--- src/rtl/peripheral_apb42ahb3_pkg.sv ---
// Shared encodings, FSM state type and APB-to-AHB protection mapping
// for the APB4-to-AHB3-Lite bridge.
package peripheral_apb42ahb3_pkg;

    localparam logic [1:0] HTRANS_IDLE   = 2'b00;
    localparam logic [1:0] HTRANS_NONSEQ = 2'b10;

    localparam logic [2:0] HSIZE_BYTE  = 3'b000;
    localparam logic [2:0] HSIZE_HWORD = 3'b001;
    localparam logic [2:0] HSIZE_WORD  = 3'b010;

    localparam logic [2:0] HBURST_SINGLE = 3'b000;

    typedef enum logic [1:0] {
        ST_IDLE = 2'd0,
        ST_ADDR = 2'd1,
        ST_DATA = 2'd2,
        ST_RESP = 2'd3
    } state_e;

    // PPROT[2] is "instruction", so data access is its inverse; PPROT[1] has no AHB counterpart
    function automatic logic [3:0] hprot_map(input logic [2:0] pprot);
        return {2'b00, pprot[0], ~pprot[2]};
    endfunction

endpackage

--- src/rtl/peripheral_apb42ahb3_strb_decode.sv ---
// Maps APB write strobes to an AHB transfer size and byte offset;
// reads are always full words at offset 0.
module peripheral_apb42ahb3_strb_decode
    import peripheral_apb42ahb3_pkg::*;
(
    input  logic [3:0] i_pstrb,
    input  logic       i_pwrite,
    output logic       o_legal,
    output logic [2:0] o_hsize,
    output logic [1:0] o_offset
);

    // Strobe pattern to {legal, size, offset}; anything not naturally aligned is illegal
    always_comb begin
        o_legal  = 1'b0;
        o_hsize  = HSIZE_WORD;
        o_offset = 2'b00;
        if (!i_pwrite) begin
            o_legal = 1'b1;
        end else begin
            case (i_pstrb)
                4'b0001: begin o_legal = 1'b1; o_hsize = HSIZE_BYTE;  o_offset = 2'd0; end
                4'b0010: begin o_legal = 1'b1; o_hsize = HSIZE_BYTE;  o_offset = 2'd1; end
                4'b0100: begin o_legal = 1'b1; o_hsize = HSIZE_BYTE;  o_offset = 2'd2; end
                4'b1000: begin o_legal = 1'b1; o_hsize = HSIZE_BYTE;  o_offset = 2'd3; end
                4'b0011: begin o_legal = 1'b1; o_hsize = HSIZE_HWORD; o_offset = 2'd0; end
                4'b1100: begin o_legal = 1'b1; o_hsize = HSIZE_HWORD; o_offset = 2'd2; end
                4'b1111: begin o_legal = 1'b1; o_hsize = HSIZE_WORD;  o_offset = 2'd0; end
                default: begin o_legal = 1'b0; o_hsize = HSIZE_WORD;  o_offset = 2'd0; end
            endcase
        end
    end

endmodule

--- src/rtl/peripheral_apb42ahb3.sv ---
// APB4 completer that turns each APB transfer into one AHB3-Lite single
// transfer; PREADY is withheld until the AHB data phase has completed.
module peripheral_apb42ahb3
    import peripheral_apb42ahb3_pkg::*;
#(
    parameter int HADDR_SIZE = 32,
    parameter int HDATA_SIZE = 32,
    parameter int PADDR_SIZE = 32
) (
    input  logic                  HCLK,
    input  logic                  HRESETn,
    input  logic                  PSEL,
    input  logic                  PENABLE,
    input  logic                  PWRITE,
    input  logic [2:0]            PPROT,
    input  logic [3:0]            PSTRB,
    input  logic [PADDR_SIZE-1:0] PADDR,
    input  logic [HDATA_SIZE-1:0] PWDATA,
    output logic [HDATA_SIZE-1:0] PRDATA,
    output logic                  PREADY,
    output logic                  PSLVERR,
    output logic [HADDR_SIZE-1:0] HADDR,
    output logic                  HWRITE,
    output logic [2:0]            HSIZE,
    output logic [2:0]            HBURST,
    output logic [3:0]            HPROT,
    output logic [1:0]            HTRANS,
    output logic                  HMASTLOCK,
    output logic [HDATA_SIZE-1:0] HWDATA,
    input  logic [HDATA_SIZE-1:0] HRDATA,
    input  logic                  HREADY,
    input  logic                  HRESP
);

    state_e                  r_state;
    logic [HDATA_SIZE-1:0]   r_pwdata;
    logic [HDATA_SIZE-1:0]   r_prdata;
    logic                    r_pready;
    logic                    r_pslverr;
    logic [HADDR_SIZE-1:0]   r_haddr;
    logic                    r_hwrite;
    logic [2:0]              r_hsize;
    logic [2:0]              r_hburst;
    logic [3:0]              r_hprot;
    logic [1:0]              r_htrans;
    logic [HDATA_SIZE-1:0]   r_hwdata;

    logic                    w_legal;
    logic [2:0]              w_hsize;
    logic [1:0]              w_offset;
    logic [HADDR_SIZE-1:0]   w_paddr_ext;
    logic                    w_unused_paddr_lsb;

    peripheral_apb42ahb3_strb_decode u_strb_decode (
        .i_pstrb  (PSTRB),
        .i_pwrite (PWRITE),
        .o_legal  (w_legal),
        .o_hsize  (w_hsize),
        .o_offset (w_offset)
    );

    assign w_paddr_ext        = HADDR_SIZE'(PADDR);
    assign w_unused_paddr_lsb = ^w_paddr_ext[1:0];

    // Transfer sequencer: setup capture, AHB address/data phases, one-cycle APB response
    always_ff @(posedge HCLK or negedge HRESETn) begin
        if (!HRESETn) begin
            r_state   <= ST_IDLE;
            r_pwdata  <= {HDATA_SIZE{1'b0}};
            r_prdata  <= {HDATA_SIZE{1'b0}};
            r_pready  <= 1'b0;
            r_pslverr <= 1'b0;
            r_haddr   <= {HADDR_SIZE{1'b0}};
            r_hwrite  <= 1'b0;
            r_hsize   <= HSIZE_BYTE;
            r_hburst  <= HBURST_SINGLE;
            r_hprot   <= 4'b0000;
            r_htrans  <= HTRANS_IDLE;
            r_hwdata  <= {HDATA_SIZE{1'b0}};
        end else begin
            case (r_state)
                ST_IDLE: begin
                    if (PSEL && !PENABLE) begin
                        r_pwdata <= PWDATA;
                        if (w_legal) begin
                            r_htrans <= HTRANS_NONSEQ;
                            r_hburst <= HBURST_SINGLE;
                            r_haddr  <= {w_paddr_ext[HADDR_SIZE-1:2], w_offset};
                            r_hsize  <= w_hsize;
                            r_hwrite <= PWRITE;
                            r_hprot  <= hprot_map(PPROT);
                            r_state  <= ST_ADDR;
                        end else begin
                            r_pready  <= 1'b1;
                            r_pslverr <= 1'b1;
                            r_state   <= ST_RESP;
                        end
                    end
                end
                ST_ADDR: begin
                    if (HREADY) begin
                        r_htrans <= HTRANS_IDLE;
                        if (r_hwrite) begin
                            r_hwdata <= r_pwdata;
                        end
                        r_state <= ST_DATA;
                    end
                end
                ST_DATA: begin
                    // An ERROR response's first cycle has HREADY low and is deliberately not acted on
                    if (HREADY) begin
                        if (!r_hwrite) begin
                            r_prdata <= HRDATA;
                        end
                        r_pslverr <= HRESP;
                        r_pready  <= 1'b1;
                        r_state   <= ST_RESP;
                    end
                end
                ST_RESP: begin
                    r_pready  <= 1'b0;
                    r_pslverr <= 1'b0;
                    r_state   <= ST_IDLE;
                end
                default: begin
                    r_pready  <= 1'b0;
                    r_pslverr <= 1'b0;
                    r_htrans  <= HTRANS_IDLE;
                    r_state   <= ST_IDLE;
                end
            endcase
        end
    end

    assign PRDATA    = r_prdata;
    assign PREADY    = r_pready;
    assign PSLVERR   = r_pslverr;
    assign HADDR     = r_haddr;
    assign HWRITE    = r_hwrite;
    assign HSIZE     = r_hsize;
    assign HBURST    = r_hburst;
    assign HPROT     = r_hprot;
    assign HTRANS    = r_htrans;
    assign HMASTLOCK = 1'b0;
    assign HWDATA    = r_hwdata;

endmodule

--- config.mk ---
export PLATFORM = sky130hd
export DESIGN_NAME = peripheral_apb42ahb3
export DESIGN_NICKNAME = d
export VERILOG_FILES = /design/src/rtl/peripheral_apb42ahb3_pkg.sv /design/src/rtl/peripheral_apb42ahb3_strb_decode.sv /design/src/rtl/peripheral_apb42ahb3.sv
export SDC_FILE = /design/constraint.sdc
export NUM_CORES = 1
export LEC_CHECK = 0
export ABC_AREA = 1
export CORE_MARGIN = 2
export CORE_UTILIZATION = 47
export DETAILED_ROUTE_END_ITERATION = 6
export PLACE_DENSITY = 0.86
export REMOVE_ABC_BUFFERS = 1
export SKIP_CTS_REPAIR_TIMING = 1
export SLEW_MARGIN = 20
export SYNTH_ARGS = -nofsm -noshare
export SYNTH_HDL_FRONTEND = slang
export SYNTH_SLANG_ARGS = --single-unit
--- constraint.sdc ---
create_clock -name HCLK -period 3.5 [get_ports HCLK]
set_clock_uncertainty 0.2 [all_clocks]
set_input_delay 0.7 -clock HCLK [delete_from_list [all_inputs] [get_ports HCLK]]
set_output_delay 0.7 -clock HCLK [all_outputs]
set_load 0.05 [all_outputs]
## Word-level counts from Yosys, hierarchy flattened

Index checks and enable logic that the tools add are counted.

- Bits in registers: 140
- Bits of input ports: 110

- Mux-type cells: 21
- Reductions and logical operators: 16
- Eq/ne operators: 15
- Bitwise gates (word level): 2

Operators with widths:

| cell | number |
|---|---|
| 2-bit two-way mux | 8 |
| 4-bit == test, second input constant | 3 |
| 3-bit AND reduction | 4 |
| 4-bit by 2-bit == test with 1-bit output, second input constant | 2 |
| 2-bit != test, second input constant | 4 |
| 2-bit one-hot mux with 2 select lines | 2 |
| 2-bit one-hot mux with 4 select lines | 1 |
| 4-bit AND reduction | 2 |
| 7-bit OR reduction | 1 |
| 1-bit two-way mux | 6 |
| 1-bit one-hot mux with 3 select lines | 2 |
| 2-bit one-hot mux with 3 select lines | 1 |
| 2-bit == test, second input constant | 2 |
| 4-bit by 1-bit == test with 1-bit output, second input constant | 1 |
| 4-bit by 3-bit == test with 1-bit output, second input constant | 1 |
| 2-bit OR reduction | 2 |
| 4-bit OR reduction | 1 |
| 3-bit two-way mux | 1 |
| 3-bit nonzero test | 1 |
| 2-bit by 1-bit == test with 1-bit output, second input constant | 1 |
| 2-bit zero test | 1 |
| 2-bit by 1-bit != test with 1-bit output, second input constant | 1 |
| 1-bit inverter | 2 |
| 2-bit AND reduction | 1 |
| 3 further kinds | 3 |

## Longest topological paths before layout

- Depth in word-level cells: 7
- Gate-level depth with buffers: 11

## Hierarchy

A second synthesis with hierarchy kept.

- Cell total of the unflattened synthesis: 630
- Area, all modules: 5,605.4 um2

By module, submodules not included:

| module | cells each | times used | area an instance (um2) | sequential area each (um2) |
|---|---|---|---|---|
| peripheral_apb42ahb3 | 601 | 1 | 5,480.3 | 3,478.3 |
| peripheral_apb42ahb3_strb_decode | 29 | 1 | 125.1 | 0.0 |

## Least setup slack after synthesis

Ideal clock, no wire load.

- Path type: in2reg
- Start point: in PSTRB[0]
- End point: reg r_haddr[21] (netlist: HADDR[21])
- Data required time: 3.182 ns
- Path slack: 1.624 ns
- Data arrival time: 1.558 ns
- Stages on the path: 10
- Cell sequence: nor2_2 -> nor2_2 -> nand2_2 -> nand2_2 -> nand2_2 -> nand2_2 -> buf_6 -> buf_6 -> nand2_1 -> nand2_1

- Longest elaborated chain between the ends: 5

RTL lines:

| what | RTL line | source |
|---|---|---|
| start: declaration | peripheral_apb42ahb3.sv:16 | `input logic [3:0] PSTRB,` |
| 4-bit == test, or another cell as far along | peripheral_apb42ahb3_strb_decode.sv:21 | `case (i_pstrb)` |
| 7-bit OR reduction (no source line) (*) | n/a |  |
| 1-bit two-way mux (*) | peripheral_apb42ahb3_strb_decode.sv:21 |  |
| 1-bit two-way mux (*) | peripheral_apb42ahb3_strb_decode.sv:18 | `if (!i_pwrite) begin` |
| 3-bit AND reduction (no source line) (*) | n/a |  |
| end signal: assignment | peripheral_apb42ahb3.sv:73 | `r_haddr <= {HADDR_SIZE{1'b0}};` |
| end signal: assignment | peripheral_apb42ahb3.sv:88 | `r_haddr <= {w_paddr_ext[HADDR_SIZE-1:2], w_offset};` |
| end: declaration | peripheral_apb42ahb3.sv:40 | `logic [HADDR_SIZE-1:0] r_haddr;` |

Mark *: on every way between the ends. The rest lies on a longest branch, timed or not.
A chain may end at the register's enable or synchronous reset.

## Final worst setup path

- Start point: reg r_hwrite (netlist: HWRITE)
- End point: out HWRITE

RTL lines:

| what | RTL line | source |
|---|---|---|
| start: declaration | peripheral_apb42ahb3.sv:41 | `logic r_hwrite;` |
| start signal: assignment | peripheral_apb42ahb3.sv:74 | `r_hwrite <= 1'b0;` |
| start signal: assignment | peripheral_apb42ahb3.sv:90 | `r_hwrite <= PWRITE;` |
| end: declaration | peripheral_apb42ahb3.sv:23 | `output logic HWRITE,` |

No word-level cell between the ends.

==> flow_metrics.env <==
export IMPL_grt_pass1_wl_mm=22.2
export IMPL_worstPathMaxFanout=3
export IMPL_hold_viol_final=0
export IMPL_slowest_stage="clkdlybuf4s50_1"
export IMPL_die_x_um=112
export IMPL_areaGrowthSynthToFinish_pct=51.0
export IMPL_design_power_total_mw=9.12
export IMPL_slew_viol_final=0
export IMPL_placementRows=39
export IMPL_p_leak_nw=3.88
export IMPL_track_usage_pct=22.2
export IMPL_htree_levels=4
export IMPL_grt_pass1_vias=4612
export IMPL_antenna_cells=0
export IMPL_hold_path_class="in -> async"
export IMPL_peakVddDrop_uv=749
export IMPL_synth_seq_cells=138
export IMPL_worstMarginPinSlew_ps=695
export IMPL_netlist_instances=546
export IMPL_critical_path_buf_inv_count=1
export IMPL_relSlewSlack_pct=53.7
export IMPL_fin_hold_ws_ps=97.8
export IMPL_final_common_cell="clkdlybuf4s50_1"
export IMPL_drive_above_1_share_pct=10.4
export IMPL_worstSetupPathType="reg -> out"
export IMPL_start_util_pct=48.1
export IMPL_rsz0062_at_grt="false"
export IMPL_cts_buffers=17
export IMPL_end_kind="output pin"
export IMPL_slowest_delay_ps=850
export IMPL_die_y_um=112
export IMPL_core_um2=11400
export IMPL_antenna_left=0
export IMPL_setup_viol=0
export IMPL_synth_area_um2=5490
export IMPL_final_cell_mix="clkdlybuf4s50_1, nand2_1, dfrtp_1"
export IMPL_start_kind="flop"
export IMPL_synth_warnings=0
export IMPL_clkSinkCount=138
export IMPL_crit_family="buffers and inverters"
export IMPL_synth_avg_cell_area_um2=10.1
export IMPL_cp_depth=1
export IMPL_status="finished clean"
export IMPL_period_share_pct=73.2
export IMPL_ios=222
export IMPL_routed_via_density=4.85
export IMPL_met3_usage_pct=6.37
export IMPL_cp_arrival_ps=1660
export IMPL_io_buffer_count=210
export IMPL_met2_usage_pct=39.4
export IMPL_grt_overflow=0
export IMPL_tns_ps=0
export IMPL_reg2regPathDepth=7
export IMPL_cts_reportedPaths_clkPinSlew_ps=60
export IMPL_clk_path_buf_depth=2
export IMPL_antenna_found_initial=0
export IMPL_grt_busiest_layer="met2"
export IMPL_path_cells="clkdlybuf4s50_1"
export IMPL_met1_usage_pct=25.3
export IMPL_cts_tree="done"
export IMPL_firstDrtPassIters=5
export IMPL_synth_distinct_cells=23
export IMPL_grt_max_degree=76
export IMPL_gp_congestion=0.887
export IMPL_insertion_delay_ps=410
export IMPL_cap_violations=0
export IMPL_ys_seq_area_share_pct=62.9
export IMPL_drt_iter0_markers=181
export IMPL_fin_nets=871
export IMPL_wire_per_inst_um=14.9
export IMPL_dr_total_vias=4421
export IMPL_power_density_nw_per_um2=1100
export IMPL_final_core_util_pct=72.6
export IMPL_wl_mm=13.6
export IMPL_hpwl_mm=9.73
export IMPL_drcViolationCount=0
export IMPL_fin_crit_ps=2560
export IMPL_cts_root_buf="clkbuf_16"
export IMPL_max_freq_mhz=390
export IMPL_die_area_um2=12600
export IMPL_cp_required_ps=2600
[layer usage]
layer | part of all wire [%] | wire length (um)
met1 | 40 | 5380
met2 | 52 | 7080
met3 | 6.4 | 877
met4 | 2.0 | 268
met5 | 0 | 0
[Yosys cell counts]
cell,number,area [um2]
o22ai_1,1,6.26
nor2_2,3,18.8
inv_1,47,176
buf_6,2,22.5
o211ai_1,1,7.51
ha_1,5,62.6
buf_2,11,55.1
or2_2,1,6.26
nand2_1,189,709
conb_1,1,3.75
nand4_1,2,12.5
o21ai_0,74,370
nand3b_1,2,15.0
inv_2,1,3.75
nor3_2,1,10.0
nand3_1,8,40.0
dfrtp_1,138,3450
clkbuf_1,7,26.3
a21oi_1,1,5.00
nor2_1,4,15.0
nand2_2,4,25.0
mux2_2,32,360
buf_4,11,82.6
[flip-flops by register name (all words and copies together), names as in the netlist]
register	cells
HADDR	32
HWDATA	32
PRDATA	32
r_pwdata	32
HPROT	2
HSIZE	2
r_state	2
HTRANS	1
HWRITE	1
PREADY	1
PSLVERR	1
[through the flow]
| step | setup WS, ps | std cells | instance area (um2) |
|---|---|---|---|
| finish | 939 | 911 | 8290 |
| global route | 837 | 911 | 8290 |
| CTS | 931 | 911 | 8290 |
| detailed placement | 578 | 880 | 7680 |
| global placement | 711 | 880 | 7680 |
| floorplan | -647 | 522 | 5330 |
[cell type report]
type	count	area, um2
repair buffers	215	2170
inverters	48	180
multi-input cells	336	1710
flip-flops and latches	138	3450
well taps	143	179
fillers	828	3130
clock inverters	12	149
clock buffers	19	453
[worst reg2reg max path: cells and delay by family (launching register included)]
family | cells | cell delay, ps
buffers and inverters | 3 | 740
DFF | 1 | 400
and+or+nand+nor | 2 | 380
adders and majority gates | 1 | 240
AOI/OAI and AO/OA | 1 | 160
[power by group]
part / leakage (nW) / total (mW) / internal (mW) / switching (mW)
logic: 1.88 / 4.58 / 1.54 / 3.04
registers: 1.70 / 2.74 / 2.36 / 0.380
clock network: 0.298 / 1.80 / 1.15 / 0.649
[cells by family after synthesis]
group                      synth area share, %
and+or+nand+nor                           15.5
other                                   0.0683
adders and majority gates                 1.14
buffers and inverters                     6.68
DFF                                       62.9
AOI/OAI and AO/OA                         7.09
muxes                                     6.57
[worst paths after layout]
check | from | to | slack, ps
setup / recovery | HWRITE | HWRITE | 940
hold / removal | HRESETn | HPROT[0] | 100
setup reg to reg | r_state[0] | HWRITE | 1240
hold reg to reg | PREADY | PREADY | 270
max in group asynchronous | HRESETn | HWDATA[7] | 2180
min in group HCLK | PREADY | PREADY | 270
Note: power is estimated with default switching activity, not from simulation.
